===== src/rtl/req_fe_pkg.sv =====
// req_fe_pkg: shared defaults and helpers for the requester front end.
//   DEF_DATA_W / DEF_DEPTH : default word width and per-port FIFO depth.
//   clog2()                : pointer-width helper.
package req_fe_pkg;

    localparam int DEF_DATA_W = 8;
    localparam int DEF_DEPTH  = 4;

    function automatic int clog2(input int v);
        return $clog2(v);
    endfunction

endpackage


===== src/rtl/req_fifo.sv =====
// req_fifo: single-port circular FIFO, one per requester port.
//   i_clock, i_reset  : clock, synchronous active-high reset
//   i_wr_en, i_wr_data: write strobe/data (dropped while full)
//   i_rd_en           : pop head (ignored while empty)
//   o_rd_data         : current head word (valid when !o_empty)
//   o_full, o_empty   : occupancy flags from registered count
//   o_count           : occupancy 0..DEPTH
module req_fifo
    import req_fe_pkg::*;
#(
    parameter int DATA_W = DEF_DATA_W,
    parameter int DEPTH  = DEF_DEPTH,
    localparam int PTR_W = clog2(DEPTH),
    localparam int CNT_W = PTR_W + 1
) (
    input  logic              i_clock,
    input  logic              i_reset,
    input  logic              i_wr_en,
    input  logic [DATA_W-1:0] i_wr_data,
    input  logic              i_rd_en,
    output logic [DATA_W-1:0] o_rd_data,
    output logic              o_full,
    output logic              o_empty,
    output logic [CNT_W-1:0]  o_count
);

    logic [DATA_W-1:0] r_mem [DEPTH];
    logic [PTR_W-1:0]  r_wr_ptr;
    logic [PTR_W-1:0]  r_rd_ptr;
    logic [CNT_W-1:0]  r_count;
    logic              w_wr;
    logic              w_rd;

    assign o_full    = (r_count == CNT_W'(DEPTH));
    assign o_empty   = (r_count == '0);
    assign o_count   = r_count;
    assign o_rd_data = r_mem[r_rd_ptr];

    // Full check uses the registered count, so a pop in the same cycle
    // does not make room for a write.
    assign w_wr = i_wr_en && !o_full;
    assign w_rd = i_rd_en && !o_empty;

    // Storage is not reset; stale words are unreachable once pointers clear.
    always_ff @(posedge i_clock) begin
        if (w_wr && !i_reset)
            r_mem[r_wr_ptr] <= i_wr_data;
    end

    // Pointers wrap naturally since DEPTH is a power of two.
    always_ff @(posedge i_clock) begin
        if (i_reset) begin
            r_wr_ptr <= '0;
            r_rd_ptr <= '0;
            r_count  <= '0;
        end else begin
            if (w_wr) r_wr_ptr <= r_wr_ptr + 1'b1;
            if (w_rd) r_rd_ptr <= r_rd_ptr + 1'b1;
            case ({w_wr, w_rd})
                2'b10:   r_count <= r_count + 1'b1;
                2'b01:   r_count <= r_count - 1'b1;
                default: r_count <= r_count;
            endcase
        end
    end

endmodule


===== src/rtl/req_fifo_frontend.sv =====
// req_fifo_frontend: two-port requester stage in front of the arbiter.
// Buffers each port in a req_fifo, requests while non-empty, pops on an
// exclusive grant and registers the popped word with its source port.
//   i_clock, i_reset              : clock, synchronous active-high reset
//   i_wr_en_N, i_wr_data_N        : port N write strobe/data
//   o_full_N, o_count_N           : port N FIFO status
//   o_req_N / i_gnt_N             : request to / grant from arbiter
//   o_out_valid/o_out_data/o_out_src : registered popped word and source
//   o_gnt_err                     : sticky both-grants error flag
// Build option: define GNT_ERR_EN to implement o_gnt_err; otherwise it is 0.
module req_fifo_frontend
    import req_fe_pkg::*;
#(
    parameter int DATA_W = DEF_DATA_W,
    parameter int DEPTH  = DEF_DEPTH,
    localparam int CNT_W = clog2(DEPTH) + 1
) (
    input  logic              i_clock,
    input  logic              i_reset,
    input  logic              i_wr_en_0,
    input  logic [DATA_W-1:0] i_wr_data_0,
    output logic              o_full_0,
    output logic [CNT_W-1:0]  o_count_0,
    input  logic              i_wr_en_1,
    input  logic [DATA_W-1:0] i_wr_data_1,
    output logic              o_full_1,
    output logic [CNT_W-1:0]  o_count_1,
    output logic              o_req_0,
    output logic              o_req_1,
    input  logic              i_gnt_0,
    input  logic              i_gnt_1,
    output logic              o_out_valid,
    output logic [DATA_W-1:0] o_out_data,
    output logic              o_out_src,
    output logic              o_gnt_err
);

    logic [DATA_W-1:0] w_head_0, w_head_1;
    logic              w_empty_0, w_empty_1;
    logic              w_pop_0, w_pop_1;
    logic              r_out_valid;
    logic [DATA_W-1:0] r_out_data;
    logic              r_out_src;

    // Grants on an empty FIFO (lingering after the last pop) are ignored.
    assign w_pop_0 = i_gnt_0 && !i_gnt_1 && !w_empty_0;
    assign w_pop_1 = i_gnt_1 && !i_gnt_0 && !w_empty_1;

    req_fifo #(.DATA_W(DATA_W), .DEPTH(DEPTH)) u_fifo_0 (
        .i_clock   (i_clock),
        .i_reset   (i_reset),
        .i_wr_en   (i_wr_en_0),
        .i_wr_data (i_wr_data_0),
        .i_rd_en   (w_pop_0),
        .o_rd_data (w_head_0),
        .o_full    (o_full_0),
        .o_empty   (w_empty_0),
        .o_count   (o_count_0)
    );

    req_fifo #(.DATA_W(DATA_W), .DEPTH(DEPTH)) u_fifo_1 (
        .i_clock   (i_clock),
        .i_reset   (i_reset),
        .i_wr_en   (i_wr_en_1),
        .i_wr_data (i_wr_data_1),
        .i_rd_en   (w_pop_1),
        .o_rd_data (w_head_1),
        .o_full    (o_full_1),
        .o_empty   (w_empty_1),
        .o_count   (o_count_1)
    );

    // Requests come from registered occupancy only.
    assign o_req_0 = !w_empty_0;
    assign o_req_1 = !w_empty_1;

    always_ff @(posedge i_clock) begin
        if (i_reset) begin
            r_out_valid <= 1'b0;
            r_out_data  <= '0;
            r_out_src   <= 1'b0;
        end else begin
            r_out_valid <= w_pop_0 || w_pop_1;
            if (w_pop_0) begin
                r_out_data <= w_head_0;
                r_out_src  <= 1'b0;
            end else if (w_pop_1) begin
                r_out_data <= w_head_1;
                r_out_src  <= 1'b1;
            end
        end
    end

    assign o_out_valid = r_out_valid;
    assign o_out_data  = r_out_data;
    assign o_out_src   = r_out_src;

`ifdef GNT_ERR_EN
    logic r_gnt_err;

    always_ff @(posedge i_clock) begin
        if (i_reset)
            r_gnt_err <= 1'b0;
        else if (i_gnt_0 && i_gnt_1)
            r_gnt_err <= 1'b1;
    end

    assign o_gnt_err = r_gnt_err;
`else
    assign o_gnt_err = 1'b0;
`endif

endmodule


===== config.mk =====
export PLATFORM = sky130hd
export DESIGN_NAME = req_fifo_frontend
export DESIGN_NICKNAME = d
export VERILOG_FILES = /design/src/rtl/req_fe_pkg.sv /design/src/rtl/req_fifo.sv /design/src/rtl/req_fifo_frontend.sv
export SDC_FILE = /design/constraint.sdc
export NUM_CORES = 1
export LEC_CHECK = 0
export CAP_MARGIN = 10
export CELL_PAD_IN_SITES_DETAIL_PLACEMENT = 1
export CELL_PAD_IN_SITES_GLOBAL_PLACEMENT = 2
export CORE_MARGIN = 2
export CORE_UTILIZATION = 30
export CTS_CLUSTER_DIAMETER = 30
export DETAILED_ROUTE_END_ITERATION = 7
export PLACE_DENSITY = 0.59
export SETUP_SLACK_MARGIN = 0.1
export SLEW_MARGIN = 30
export SYNTH_ARGS = -nofsm -noshare
export SYNTH_HDL_FRONTEND = slang
export SYNTH_SLANG_ARGS = --single-unit

===== constraint.sdc =====
create_clock -name i_clock -period 4.75 [get_ports i_clock]
set_input_delay 0.95 -clock i_clock [delete_from_list [all_inputs] [get_ports i_clock]]
set_output_delay 0.95 -clock i_clock [all_outputs]
set_load 0.005 [all_outputs]

### Yosys cells after proc, flatten, opt, wreduce, memory -nomap -nowiden

Memory sizes are Yosys's and may differ from the RTL's. A register that Yosys moved wholly into a read port is not among the register bits.
Cells that the tools add are included.

* add/sub/neg operators: 8
* $mul: 0
* divide/modulo/power cells: 0
* magnitude comparators: 0
* equal/unequal tests: 6
* shifts and indexed selects: 0
* multiplexer cells: 12
* bitwise operators: 0
* reductions and logical operators: 24

Operators with widths (number)
* 8-bit two-way mux: 2
* 3-bit case mux with 2 select lines: 2
* 1-bit logical AND: 10
* 2-bit by 1-bit adder with 2-bit output, second input constant: 4
* 2-bit two-way mux: 4
* 1-bit logical NOT: 7
* 3-bit by 1-bit adder with 3-bit output, second input constant: 2
* 3-bit == test, second input constant: 2
* 3-bit logical NOT: 2
* 2-bit nonzero test: 3
* 3-bit by 1-bit subtractor with 3-bit output, second input constant: 2
* 2-bit by 1-bit == test with 1-bit output, second input constant: 2
* 2-bit == test, second input constant: 2
* 1-bit two-way mux: 4
* 2-bit OR reduction: 1
* 1-bit logical OR: 1

* flip-flop bits (word level): 24
* bits in latches: 0
* memory bits (writable): 64
* bits in read-only memories: 0
* output and inout bits: 21
* word-level logic and storage cells: 61
* memories: 2

Memories
* u_fifo_0.r_mem: words 4, width 8, read ports 1, clocked after Yosys merged registers in 1, wr ports 1, RTL line req_fifo.sv:27 `logic [DATA_W-1:0] r_mem [DEPTH];`
* u_fifo_1.r_mem: words 4, width 8, read ports 1, clocked after Yosys merged registers in 1, wr ports 1, RTL line req_fifo.sv:27

### Depth between registers and ports, before layout

Gate-level depths: netlist of run 1.

* depth after elaboration: 6
* gate-level depth with buffers: 8
* gate-level depth less buffers: 7

### Cells and area by module

A second synthesis of run 1 with hierarchy kept.

* cell total of the unflattened synthesis: 248
* area, all modules: 3728.6 um^2

Modules (own cells, without submodules)
* req_fifo: times used 2, cells each 96, area each 1645.3 um^2, seq. area each 1141.1 um^2
* req_fifo_frontend: times used 1, cells each 56, area each 437.9 um^2, seq. area each 200.2 um^2

### Least setup slack after synthesis of run 1

Ideal clock, no wire load.

* path kind: input to register
* from: in i_gnt_0
* to: reg u_fifo_1.r_count[2] (netlist: u_fifo_1.o_count[2])
* library setup time: 0.070 ns
* arrival: 2.415 ns
* required time: 4.680 ns
* setup slack: 2.264 ns
* stages on the path: 8
* buffers on the path: 1
* cell sequence: nand2b_1 -> buf_2 -> nor2_1 -> ha_1 -> fa_1 -> xnor2_1 -> or3_1 -> a21oi_1

* word-level cells in the longest chain between the ends: 6
* elaborated cells between the ends (all ways): 8

RTL lines
* start, declared: RTL line req_fifo_frontend.sv:30 `input logic i_gnt_0,`
* 1-bit logical NOT *: RTL line req_fifo_frontend.sv:47 `assign w_pop_1 = i_gnt_1 && !i_gnt_0 && !w_empty_1;`
* 1-bit logical AND * (2 in series): RTL line req_fifo_frontend.sv:47
* via u_fifo_1.i_rd_en: RTL line req_fifo.sv:20 `input logic i_rd_en,`
* 1-bit logical AND *: RTL line req_fifo.sv:42 `assign w_rd = i_rd_en && !o_empty;`
* 2-bit by 1-bit == test with 1-bit output or 2-bit == test (tied branches): RTL line req_fifo.sv:59 `case ({w_wr, w_rd})`
* 3-bit case mux with 2 select lines or 2-bit nonzero test (tied branches)
* end signal, assigned: RTL line req_fifo.sv:60 `2'b10: r_count <= r_count + 1'b1;`
* end signal, assigned: RTL line req_fifo.sv:61 `2'b01: r_count <= r_count - 1'b1;`
* end signal, assigned: RTL line req_fifo.sv:62 `default: r_count <= r_count;`
* end, declared: RTL line req_fifo.sv:30 `logic [CNT_W-1:0] r_count;`

Mark *: on every way through the listed nets, which the timed path passes. The rest lies on a longest branch.
A chain may end at the register's enable or synchronous reset.

### Worst setup path after layout of run 1

* from: in i_gnt_1
* to: reg u_fifo_0.r_count[2] (netlist: u_fifo_0.o_count[2])

* word-level cells in the longest chain between the ends: 6
* elaborated cells between the ends (all ways): 8

RTL lines
* start, declared: RTL line req_fifo_frontend.sv:31 `input logic i_gnt_1,`
* 1-bit logical NOT *: RTL line req_fifo_frontend.sv:46 `assign w_pop_0 = i_gnt_0 && !i_gnt_1 && !w_empty_0;`
* 1-bit logical AND * (2 in series): RTL line req_fifo_frontend.sv:46
* 1-bit logical AND *: RTL line req_fifo.sv:42
* via u_fifo_0.w_rd: RTL line req_fifo.sv:32 `logic w_rd;`
* 2-bit by 1-bit == test with 1-bit output or 2-bit == test (tied branches): RTL line req_fifo.sv:59
* 3-bit case mux with 2 select lines or 2-bit nonzero test (tied branches)
* end signal, assigned: RTL line req_fifo.sv:60
* end signal, assigned: RTL line req_fifo.sv:61
* end signal, assigned: RTL line req_fifo.sv:62
* end, declared: RTL line req_fifo.sv:30

Marked as above.

==> results of run 1 <==
==> stage by stage <==
stage / instance area, sq um / hold slack, ns
global route: 4650 / 0.512
finish: 4650 / 0.486
CTS: 4650 / 0.499
global placement: 4340 / 0.465
detailed placement: 4340 / 0.482
floorplan: 3800 / 0.453
==> where the power goes <==
part / switching (uW) / internal (uW)
sequential: 62.9 / 918
combinational: 184 / 191
clock: 286 / 462
total: 533 / 1570
==> flip-flops by register name (all words and copies together), names as in the netlist, named ones only <==
register           cells
u_fifo_1.o_count       3
u_fifo_0.r_rd_ptr      2
u_fifo_1.r_rd_ptr      2
u_fifo_0.r_wr_ptr      2
u_fifo_1.r_wr_ptr      2
u_fifo_0.o_count       3
o_out_src              1
o_out_valid            1
u_fifo_1.r_mem        32
o_out_data             8
u_fifo_0.r_mem        32
==> per-layer routing <==
layer	vias up	global-route usage	share of wire
li1	1012	-	-
met1	1111	0.173	0.47
met2	41	0.192	0.47
met3	13	0.0332	0.038
met4	0	0.0563	0.021
met5	-	0	0
==> synthesized netlist by cell type, drive strengths merged <==
master,number
edfxtp,64
dfxtp,28
inv,18
nor3,17
mux4,16
a21oi,13
ha,10
nand3,10
and2,8
buf,8
o21ai,8
nor2,7
a2111oi,6
clkbuf,4
a31oi,2
and2b,2
fa,2
mux2i,2
nand2,2
nand2b,2
o221ai,2
o31ai,2
or3,2
or3b,2
or4,2
xnor2,2
xor2,2
a22oi,1
conb,1
==> final cells by class <==
class                   count  area, sq um
clock inverters             4         73.8
flip-flops and latches     92         2480
well taps                 172          215
inverters                  18         67.6
multi-input cells         123         1150
fillers                  1294         7820
repair buffers             42          418
clock buffers              12          236
==> worst min-delay path by stage <==
stage | startpoint | end | slack (ns) | depth (start not counted)
after global placement | u_fifo_0.r_rd_ptr[1]$_SDFFE_PP0P_ | u_fifo_0.r_rd_ptr[1]$_SDFFE_PP0P_ | 0.47 | 2
after floorplan | u_fifo_1.r_rd_ptr[1]$_SDFFE_PP0P_ | register | 0.45 | 2
after global routing | o_out_data[5]$_SDFFE_PP0P_ | o_out_data[5]$_SDFFE_PP0P_ | 0.51 | 2
after CTS | o_out_data[0]$_SDFFE_PP0P_ | o_out_data[0]$_SDFFE_PP0P_ | 0.50 | 2
final | o_out_data[0]$_SDFFE_PP0P_ | o_out_data[0]$_SDFFE_PP0P_ | 0.49 | 2
after detailed placement | o_out_data[0]$_SDFFE_PP0P_ | o_out_data[0]$_SDFFE_PP0P_ | 0.48 | 2
==> cell families (layout without fill, tap and decap cells) <==
logic type | after synthesis | in the layout
buf+inv | 30 | 76
flops | 92 | 92
fa+ha+maj | 12 | 12
other cells | 1 | 1
simple gates | 54 | 54
compound gates | 34 | 34
mux | 18 | 18
xor+xnor | 4 | 4
==> worst max-delay path, cell delays in order <==
cell	delay, ns
clkdlybuf4s50_1	0.52
nand2b_1	0.42
nor2_1	0.12
ha_1	0.27
fa_1	0.38
xnor2_1	0.15
or3_1	0.32
a21oi_1	0.14
==> run summary, run 1 <==
DR vias/cell = 4.70
Final WS setup = 1.74 ns
Pleak = 0.00153 uW
Post-route clock period utilization = 0.633
Power per cell area = 453 nW/um^2
Clock latency on the worst-skew pair = 0.34 ns
Max_cap viols = 0
Starting density of the core = 0.305
Global-route wire length before repair = 12,600 microns
Die X = 116 microns
Fmax = 0.333 GHz
FF-to-FF setup slack = 2.38 ns
Syn Inst Count = 245
Post-layout util = 0.373
CTS tree = yes
Die Area = 13,600 sq um
Crit path max fanout = 12
Antenna Violating Nets Remaining = 0
Crit path DAT = 3.28 ns
Crit path capture type = register
Crit path from = i_gnt_1
Final net count = 320
Top post-synthesis cells by area = edfxtp_1 (51%), dfxtp_1 (15%), mux4_2 (5.9%)
Drt pass-1 iters = 4
Diode count = 0
GR Overflow Total = 0
Setup repair bufs after CTS = 0
Reg2reg start = u_fifo_0.o_count[0]$_SDFFE_PP0P_
Post-CTS resize count = 0
Peak supply drop = 0.141 mV
Cells after DPL = 447
Fin Clk Skew = 0.00875 ns
Main combinational cell family by area after synthesis = multiplexers
Pwr Total = 2100 uW
Initial antenna violation count = 0
Synth Area in Simple Gates = 0.0827
Class of the worst hold path = reg -> reg
FF+latch count, synth = 92
Mux contribution to synthesized area = 0.106
# hold bufs at CTS = 0
Largest net degree at the start of global routing = 29
Synth Area in Compound Gates = 0.0613
Setup crit end = u_fifo_0.o_count[2]$_SDFFE_PP0P_
Most common cell after layout, fill and taps aside = edfxtp_1
Layout area overhead = 22.4%
I/O pin cnt = 43
Reg2reg path depth = 7
Root Driver = clkbuf_16
Worst r2r dst = u_fifo_0.o_count[2]$_SDFFE_PP0P_
DRT iter0 DRCs = 60
Ys Warns = 0
CTS max path bufs = 2
Part of the Yosys area used for sequential elements = 0.654
Relative slew margins = 0.627
Die H = 116 microns
Final std cells w/o fill = 463
Vias = 2,177
Post-Synth Adder-Cell Area = 0.0435
Sum Neg Setup Slack = 0 ns
Gr usage total = 0.127
Hpwl dp = 5420 microns
Leading area contributor after synthesis = edfxtp_1
H-Tree Depth = 3
Row count = 41
Vias in the first global route = 2,289
Pre-CTS setup slack = 1.41 ns
Post-Synth XOR/XNOR Area = 0.00923
Outcome = completed
Average wire per standard cell = 16.9 microns
# port buffers = 41
Netlist cell types = 38
GPL Wtd Cong = 0.685
Commonest cells after routing, fill and taps aside = edfxtp_1 (64), clkdlybuf4s50_1 (41), dfxtp_1 (28), nor3_1 (15), inv_1 (14)
Count of final setup violators = 0
CP Launch Type = primary input
Synthesized cell area = 3800 sq um
Share of layout cells above drive strength 1 = 0.113
Pins Over Slew Limit = 0
Final hold violations = 0
Clk slew on worst S/H paths = 0.06 ns
Core area = 12,500 sq um
Post-synth top area share = 0.506
RSZ-0062 raised after global routing = false
Post-Syn Nets = 279
Avg Inst Size Synth = 15.5 sq um
CP Class = in -> reg
WL final = 7830 microns
Final Critical Period = 3.01 ns
Critical Path RT = 5.02 ns
CTS sink count = 92
Drc violations = 0
CTS buffer count = 9
Worst Tran Pin Value = 0.559 ns
No activity file was read; power rests on OpenSTA's default activity.
==> run 2, diff against run 1 <==
--- a/config.mk
+++ b/config.mk
@@ -12,7 +12,7 @@
 export CORE_UTILIZATION = 30
 export CTS_CLUSTER_DIAMETER = 30
 export DETAILED_ROUTE_END_ITERATION = 7
-export PLACE_DENSITY = 0.59
+export PLACE_DENSITY = 0.61
 export SETUP_SLACK_MARGIN = 0.1
 export SLEW_MARGIN = 30
 export SYNTH_ARGS = -nofsm -noshare
==> constraint.sdc (replaced) <==
create_clock -name i_clock -period 2.65 [get_ports i_clock]
set_input_delay 0.53 -clock i_clock [delete_from_list [all_inputs] [get_ports i_clock]]
set_output_delay 0.53 -clock i_clock [all_outputs]
set_load 0.005 [all_outputs]
==> run summary, run 2 (same netlist as run 1, synthesis figures left out) <==
GR Overflow Total = 0 (unchanged)
Worst r2r dst = u_fifo_0.o_count[2]$_SDFFE_PP0P_
Largest net degree at the start of global routing = 22 (-24%)
DR vias/cell = 4.56 (-3.0%)
RSZ-0062 raised after global routing = false
Most common cell after layout, fill and taps aside = edfxtp_1
Pleak = 0.00157 uW (+2.3%)
CP Launch Type = register
Vias in the first global route = 2,290 (+0.044%)
Switching pwr = 995 uW (+87%)
Global-route wire length before repair = 12,300 microns (-2.0%)
Fillers = 1,286 (-0.62%)
Average wire per standard cell = 16.5 microns (-2.7%)
Sw Share = 0.259 (+0.00576)
Diode count = 0 (unchanged)
Critical Path RT = 2.12 ns (-2.90 ns)
CTS tree = yes
Row count = 41 (unchanged)
Antenna Violating Nets Remaining = 0 (unchanged)
Drc violations = 0 (unchanged)
Post-route clock period utilization = 0.883
Pwr Total = 3840 uW (+83%)
Die X = 116 microns (unchanged)
Die Area = 13,600 sq um (unchanged)
Commonest cells after routing, fill and taps aside = edfxtp_1 (64), clkdlybuf4s50_1 (41), dfxtp_1 (28), nor3_1 (15), inv_1 (14)
Max_cap viols = 0 (unchanged)
Pins Over Slew Limit = 0 (unchanged)
Hpwl dp = 5470 microns (+0.94%)
Fin Clk Skew = 0.00807 ns (-0.000683 ns)
Reg2reg path depth = 7 (unchanged)
FF-to-FF setup slack = 0.56 ns (-1.82 ns)
Crit path capture type = output port
Core area = 12,500 sq um (unchanged)
Gr usage total = 0.124 (-0.00280)
Crit path from = u_fifo_1.o_count[2]$_SDFFE_PP0P_
Starting density of the core = 0.305 (unchanged)
WL final = 7720 microns (-1.4%)
# port buffers = 41 (unchanged)
GPL Wtd Cong = 0.729 (+6.3%)
# hold bufs at CTS = 0 (unchanged)
I/O pin cnt = 43 (unchanged)
Drt pass-1 iters = 4 (unchanged)
Final net count = 326 (+1.9%)
Share of layout cells above drive strength 1 = 0.138 (+0.0246)
Seq pwr share = 0.455 (-0.011)
Post-CTS resize count = 0 (unchanged)
Clk network pwr share = 0.358 (+0.003)
Initial antenna violation count = 0 (unchanged)
Final hold violations = 0 (unchanged)
DRT iter0 DRCs = 70 (+17%)
Int Pwr = 2850 uW (+81%)
Die H = 116 microns (unchanged)
H-Tree Depth = 3 (unchanged)
Crit path max fanout = 5 (-7)
Sum Neg Setup Slack = 0 ns (unchanged)
Reg2reg start = u_fifo_0.o_count[0]$_SDFFE_PP0P_
Outcome = completed
Class of the worst hold path = reg -> reg
Power per cell area = 817 nW/um^2 (+80%)
Logic pwr share = 0.187 (+0.009)
Clk slew on worst S/H paths = 0.06 ns (about the same)
CTS buffer count = 9 (unchanged)
Final Critical Period = 2.34 ns
Vias = 2,140 (-1.7%)
Fmax = 0.427 GHz
CP Class = reg -> out
Count of final setup violators = 0 (unchanged)
CTS max path bufs = 2 (unchanged)
Root Driver = clkbuf_16
CTS sink count = 92 (unchanged)
Setup crit end = o_full_1
Clock latency on the worst-skew pair = 0.34 ns (about the same)
Crit path DAT = 1.81 ns (-1.47 ns)
Peak supply drop = 0.370 mV (+160%)
Layout area overhead = 23.9%
run 2: cell types whose count changed in the layout (fill, tap and decap cells not counted):
cell and change:
clkinv_1 +1, buf_4 +6, clkbuf_1 -3, clkinv_4 -1, inv_6 +3
run 2: power groups by stage:
stage / clock [uW] / combinational [uW] / sequential [uW]
after global placement: 0 / 715 / 1780
after CTS: 1420 / 722 / 1750
after detailed placement: 0 / 717 / 1780
after floorplan: 0 / 443 / 1750
after global routing: 1480 / 799 / 1770
final: 1380 / 719 / 1750
run 2: timing repair:
action                     4_1_cts  5_1_grt
setup endpoints to repair        0        1
hold endpoints to repair         0        0
buffers inserted                 0        1
run 2: worst min-delay path by stage:
stage	startpoint	end	slack [ns]	depth (start not counted)
5_1_grt	o_out_data[5]$_SDFFE_PP0P_	o_out_data[5]$_SDFFE_PP0P_	0.51	2
6_report	o_out_data[6]$_SDFFE_PP0P_	o_out_data[6]$_SDFFE_PP0P_	0.47	2
2_1_floorplan	u_fifo_1.r_rd_ptr[1]$_SDFFE_PP0P_	register	0.45	2
4_1_cts	o_out_data[6]$_SDFFE_PP0P_	o_out_data[6]$_SDFFE_PP0P_	0.48	2
3_5_place_dp	o_out_data[6]$_SDFFE_PP0P_	o_out_data[6]$_SDFFE_PP0P_	0.47	2
3_3_place_gp	u_fifo_0.r_rd_ptr[1]$_SDFFE_PP0P_	u_fifo_0.r_rd_ptr[1]$_SDFFE_PP0P_	0.46	2
run 2: layout make-up:
type | count | area [sq um] | share of cell area
Inverter | 18 | 67.6 | 0.0144
Clock buffer | 9 | 225 | 0.0479
Sequential cell | 92 | 2480 | 0.528
Tap cell | 172 | 215 | 0.0458
Timing Repair Buffer | 48 | 463 | 0.0985
Clock inverter | 7 | 95.1 | 0.0202
Multi-Input combinational cell | 123 | 1150 | 0.245
run 2: per-stage QoR:
| step | cells | setup slack [ns] | hold WS, ns | instance area, sq um | utilization |
|---|---|---|---|---|---|
| after global placement | 452 | 0.148 | 0.461 | 4370 | 0.351 |
| after detailed placement | 452 | 0.0931 | 0.468 | 4370 | 0.351 |
| after floorplan | 245 | 0.570 | 0.453 | 3800 | - |
| after CTS | 468 | 0.153 | 0.478 | 4690 | 0.377 |
| after global routing | 469 | 0.175 | 0.506 | 4700 | 0.377 |
| final | 469 | 0.309 | 0.471 | 4700 | 0.377 |
run 2: critical path, cell delays in order (launching register included):
cell and delay, ns:
dfxtp_1 0.43, or3b_1 0.45, inv_2 0.11, clkdlybuf4s50_1 0.50
run 2: layer usage:
| metal | vias up | routed length [microns] | GRT usage | part of all wire |
|---|---|---|---|---|
| met5 | - | 0 | 0 | 0 |
| met4 | 0 | 87 | 0.0381 | 0.011 |
| met3 | 8 | 235 | 0.0363 | 0.030 |
| met2 | 37 | 3630 | 0.196 | 0.47 |
| met1 | 1065 | 3770 | 0.167 | 0.49 |
| li1 | 1030 | - | - | - |
